<file path="src/rtl/wb_pkg.sv">
// Shared constants and types for the writeback-port arbiter.
// Source encodings double as requester indices.
package wb_pkg;

  localparam int unsigned NREQ   = 3;
  localparam int unsigned RW     = 5;
  localparam int unsigned DW     = 32;
  localparam int unsigned REG_X0 = 0;

  typedef logic [1:0] src_idx_t;

  localparam src_idx_t SRC_ALU  = 2'd0;
  localparam src_idx_t SRC_LOAD = 2'd1;
  localparam src_idx_t SRC_AUX  = 2'd2;

  // Successor in the 0 -> 1 -> 2 -> 0 ring; the unused code 3 folds onto 0.
  function automatic src_idx_t next_src(input src_idx_t i);
    return (i >= SRC_AUX) ? SRC_ALU : src_idx_t'(i + 2'd1);
  endfunction

endpackage

</file>
<file path="src/rtl/rr_pick3.sv">
// Three-way round-robin picker: searches last+1, last+2, last and returns
// a one-hot grant plus its encoded index.
module rr_pick3
  import wb_pkg::*;
(
  input  logic [NREQ-1:0] valid,
  input  src_idx_t        last,
  output logic [NREQ-1:0] grant,
  output src_idx_t        idx
);

  src_idx_t first, second, third;

  always_comb begin
    first  = next_src(last);
    second = next_src(first);
    third  = next_src(second);
    grant  = '0;
    idx    = SRC_ALU;
    if (valid[first]) begin
      idx = first;
    end else if (valid[second]) begin
      idx = second;
    end else if (valid[third]) begin
      idx = third;
    end
    if (|valid) begin
      grant[idx] = 1'b1;
    end
  end

endmodule

</file>
<file path="src/rtl/wb_port_arbiter.sv">
// Round-robin arbiter for the single register-file write port with a
// one-entry output register that drains straight into the port.
module wb_port_arbiter
  import wb_pkg::*;
(
  input  logic            clk,
  input  logic            rst_n,
  input  logic [NREQ-1:0] req_valid,
  output logic [NREQ-1:0] req_ready,
  input  logic [DW-1:0]   req_data0,
  input  logic [DW-1:0]   req_data1,
  input  logic [DW-1:0]   req_data2,
  input  logic [RW-1:0]   req_rd0,
  input  logic [RW-1:0]   req_rd1,
  input  logic [RW-1:0]   req_rd2,
  input  logic            rf_stall,
  output logic            rf_we,
  output logic [RW-1:0]   rf_rd,
  output logic [DW-1:0]   rf_wd,
  output logic [1:0]      sel,
  output logic            busy
);

  logic            out_valid_q, out_valid_d;
  logic [RW-1:0]   out_rd_q, out_rd_d;
  logic [DW-1:0]   out_wd_q, out_wd_d;
  src_idx_t        sel_q, sel_d;
  src_idx_t        last_q, last_d;

  logic [NREQ-1:0] pick_grant;
  src_idx_t        pick_idx;
  logic [DW-1:0]   mux_wd;
  logic [RW-1:0]   mux_rd;
  logic            free, xfer, retire;

  rr_pick3 u_pick (
    .valid (req_valid),
    .last  (last_q),
    .grant (pick_grant),
    .idx   (pick_idx)
  );

  // The slot is free when empty or when the held entry retires this cycle.
  assign free      = ~out_valid_q | ~rf_stall;
  assign req_ready = (free & rst_n) ? pick_grant : '0;
  assign xfer      = |req_ready;
  assign retire    = out_valid_q & ~rf_stall;

  always_comb begin
    mux_wd = req_data0;
    mux_rd = req_rd0;
    case (pick_idx)
      SRC_LOAD: begin
        mux_wd = req_data1;
        mux_rd = req_rd1;
      end
      SRC_AUX: begin
        mux_wd = req_data2;
        mux_rd = req_rd2;
      end
      default: begin
        mux_wd = req_data0;
        mux_rd = req_rd0;
      end
    endcase
  end

  always_comb begin
    out_valid_d = out_valid_q;
    out_rd_d    = out_rd_q;
    out_wd_d    = out_wd_q;
    sel_d       = sel_q;
    last_d      = last_q;
    if (xfer) begin
      // Refill takes priority over retire so back-to-back writes have no bubble.
      out_valid_d = 1'b1;
      out_rd_d    = mux_rd;
      out_wd_d    = mux_wd;
      sel_d       = pick_idx;
      last_d      = pick_idx;
    end else if (retire) begin
      out_valid_d = 1'b0;
    end
  end

  always_ff @(posedge clk or negedge rst_n) begin
    if (!rst_n) begin
      out_valid_q <= 1'b0;
      out_rd_q    <= '0;
      out_wd_q    <= '0;
      sel_q       <= SRC_ALU;
      last_q      <= SRC_AUX;
    end else begin
      out_valid_q <= out_valid_d;
      out_rd_q    <= out_rd_d;
      out_wd_q    <= out_wd_d;
      sel_q       <= sel_d;
      last_q      <= last_d;
    end
  end

  // Writes to x0 retire silently.
  assign rf_we = retire & (out_rd_q != RW'(REG_X0));
  assign rf_rd = out_rd_q;
  assign rf_wd = out_wd_q;
  assign sel   = sel_q;
  assign busy  = out_valid_q;

endmodule

</file>
<file path="config.mk">
export PLATFORM = sky130hd
export DESIGN_NAME = wb_port_arbiter
export DESIGN_NICKNAME = d
export VERILOG_FILES = /design/src/rtl/wb_pkg.sv /design/src/rtl/rr_pick3.sv /design/src/rtl/wb_port_arbiter.sv
export SDC_FILE = /design/constraint.sdc
export NUM_CORES = 1
export LEC_CHECK = 0
export CAP_MARGIN = 20
export CORE_MARGIN = 8
export CORE_UTILIZATION = 32
export CTS_CLUSTER_SIZE = 20
export DETAILED_ROUTE_END_ITERATION = 7
export PLACE_DENSITY = 0.75
export SLEW_MARGIN = 20
export SYNTH_ARGS = -nofsm -noshare
export SYNTH_HDL_FRONTEND = slang
export SYNTH_SLANG_ARGS = --single-unit
</file>
<file path="constraint.sdc">
create_clock -name clk -period 2.4 [get_ports clk]
set_input_delay 0.48 -clock clk [delete_from_list [all_inputs] [get_ports clk]]
set_output_delay 0.48 -clock clk [all_outputs]
set_load 0.005 [all_outputs]
</file>
==> metrics.txt <==
Post-Place Cell Area=4250 µm²; Initial Util=~33%; vias in the first global route=2775; Vias/cell=4.94; sequential area share after synthesis=43.0%; io pins=between 150 and 200; initial antenna violation count=0; Design Area, Final=around 4500 µm²; Vias=~2600; crit path max fanout=16; cell chain of the critical path=clkdlybuf4s15_1 > nor2b_1 > o22a_1 > buf_4 > nand2b_4 > ha_2 > buf_4 > nor3_4 > nor3_4 > buf_12 > buf_12 > mux2_1; 1st-pass router iterations=4; period utilization=a little over nine tenths; CTS buffer count=5; Max Root-Sink Buffers=2; largest area contributor in the netlist=dfrtp_1; CTS tree=built; first-pass GRT wire length=14000 µm; Distinct cells, synth=26; Hold Path Class=in -> async; Final GP Congestion=about 0.8; DRC viols=0; Final #Nets=about 540; CP required=between 2 and 3 ns; total chip power=around 4.7 mW; clock root buffer=clkbuf_8; Final Hold Fails=0; all-layer global routing usage=between 10% and 20%; Port-buffer cells=160; sequential power share=between 20% and 30%; initial DRC count=64; Avg Cell Area, Syn=between 9 and 10 µm²; Max-slew headroom=64.7%; overall die area=between 10000 and 15000 µm²; grt total ovfl=0; Synth warnings=0; area delta synth->final=90.1%; combinational power share=between 60% and 70%; crit start category=input pin; Worst VDD drop=between 400 and 500 µV; core area=roughly 7300 µm²; Leak=approximately 1.8 nW; Fillers=between 600 and 700; largest net degree at the start of global routing=42; hold_buf cts=0; syn nets=362; P_sw=between 1.5 and 2 mW; cell row count=31; CP peak stage delay=slightly above 0.3 ns; Detail Route Antenna Nets=0; Clk network pwr share=around an eighth; Synth Instances=242; synth top area cells=dfrtp_1 42%, mux2_2 15%, a22oi_1 12%, a21oi_1 7.7%, nor2_1 6.4%; fmax=roughly 420 MHz; WP data arrival=2.53 ns; synthesized flop and latch total=between 40 and 50; # setup viols final=0; Die Height=~100 µm; critical path class=in -> reg; Skew-Pair Late Insertion Delay=0.29 ns; CP Capture Type=register; Crit-path slowest cell=mux2_1; Pint=3.12 mW; Max Cap Viol=0; Tmin final=around 2.4 ns; Die Width=between 100 and 150 µm; WL/cell=roughly 18 µm; max-slew violation count=0; sw frac=between 30% and 40%; setup TNS=0 ns; clk_skew=approximately 0.0065 ns; PD cells=~1000 nW/µm²; H-tree levels=2; Sink Count=between 40 and 50; share of layout cells above drive strength 1=between 20% and 30%; register clock-pin slew on the reported worst setup and hold paths=0.08 ns; Routed WL=between 9000 and 10000 µm; share of the synthesized area in the top cell type=41.9%; status=completed; antenna cell count=0; cell area after synthesis=roughly 2400 µm²; actual slew at the worst max-slew pin=0.529 ns; placed wire-length estimate after detailed placement=between 7000 and 8000 µm
[placed cells by master (no fill, tap or decap), types with 2 or more instances in the layout]
cell,count
clkdlybuf4s50_1,152
dfrtp_1,40
nor2_1,38
a22oi_1,37
a21oi_1,37
mux2_2,31
buf_4,27
mux2_1,6
clkbuf_8,6
buf_12,6
o31ai_1,4
and2_1,3
dlygate4sd2_1,3
clkdlybuf4s15_1,3
inv_1,2
nor2b_1,2
o22a_1,2
nand2b_4,2
nor2_4,2
nor3_4,2
o31ai_2,2
nand2_1,2
ha_2,2
[layout make-up]
type / count / area, µm² / share of cell area (%)
timing repair buffer: 194 / 1940 / 42.8
clock inverter: 2 / 37.5 / 0.826
sequential: 41 / 1030 / 22.6
clock buffer: 6 / 82.6 / 1.82
inverter: 2 / 7.51 / 0.165
tap: 99 / 124 / 2.73
multi-input combinational: 179 / 1320 / 29.1
[cell families (layout without fill, tap and decap cells)]
group                      Yosys count  count (layout)  synth area share, %
adders and majority gates            3               3                 1.57
buffers and inverters               22             204                 4.66
DFF                                 41              41                 43.0
muxes                               37              37                 17.4
and+or+nand+nor                     56              56                 11.0
AOI/OAI and AO/OA                   83              83                 22.4
[routing by layer]
layer / global-route usage (%) / part of all wire, %
met1: 18.8 / 38
met2: 30.7 / 54
met3: 5.52 / 6.9
met4: 3.61 / 0.94
met5: 0 / 0
[registers in the layout, indices dropped and copies added, names as in the netlist]
signal / cells
rf_wd: 32
rf_rd: 5
sel: 2
busy: 1
last_q: 1
[critical path: cells and delay by family]
kind | cells | cell delay [ns]
and+or+nand+nor | 4 | 0.58
adders and majority gates | 1 | 0.18
buffers and inverters | 5 | 0.76
muxes | 1 | 0.31
AOI/OAI and AO/OA | 1 | 0.20
[power groups by stage]
stage	registers (mW)	clock network, mW	logic (mW)
3_3_place_gp	1.24	0	2.62
5_1_grt	1.31	0.634	3.11
4_1_cts	1.26	0.593	2.80
6_report	1.25	0.578	2.86
3_5_place_dp	1.26	0	2.68
2_1_floorplan	1.27	0	1.21
[through the flow]
stage | setup slack [ns] | std cells | hold slack [ns] | util [%]
2_1_floorplan | 0.114 | 242 | 0.184 | -
3_3_place_gp | -0.346 | 504 | 0.467 | 58.5
3_5_place_dp | -0.405 | 504 | 0.478 | 58.5
4_1_cts | 0.0263 | 520 | 0.296 | 61.5
5_1_grt | -0.0229 | 523 | 0.316 | 62.7
6_report | 0.0397 | 523 | 0.272 | 62.7
[cells in the mapped netlist]
cell type	number
o31ai_1	6
nand2b_1	2
nand2_1	2
nor3_4	1
mux2_1	6
a21oi_1	37
mux2_2	31
buf_2	2
buf_6	3
nor3b_1	1
clkbuf_1	9
ha_1	3
or3_1	1
a21bo_2	1
inv_1	2
nor2b_1	2
nor2_1	41
or4_1	1
buf_4	1
a22oi_1	37
o22a_1	2
buf_1	5
and2_1	3
dfrtp_1	40
dfstp_2	1
nor3_2	2
[path summary, 6_finish.rpt]
kind	startpoint	end	slack, ns	cells after the start
worst max-delay path	req_valid[1]	rf_wd[23]	0.04	12
worst min-delay path	rst_n	sel[0]	0.27	2
worst max register to register	last_q[1]	rf_wd[23]	0.08	10
worst min register to register	rf_wd[1]	rf_wd[1]	0.49	1
max in group asynchronous	rst_n	last_q[1]	1.76	2
min in group clk	rf_wd[1]	rf_wd[1]	0.49	1
[repair_timing]
action | 4_1_cts | 5_1_grt
buffers inserted | 8 | 2
gates cloned | 0 | 1
resized for setup | 15 | 9
endpoints found under the setup margin | 31 | 42
pin swaps | 4 | 2
Note: power is estimated with default switching activity, not from simulation.
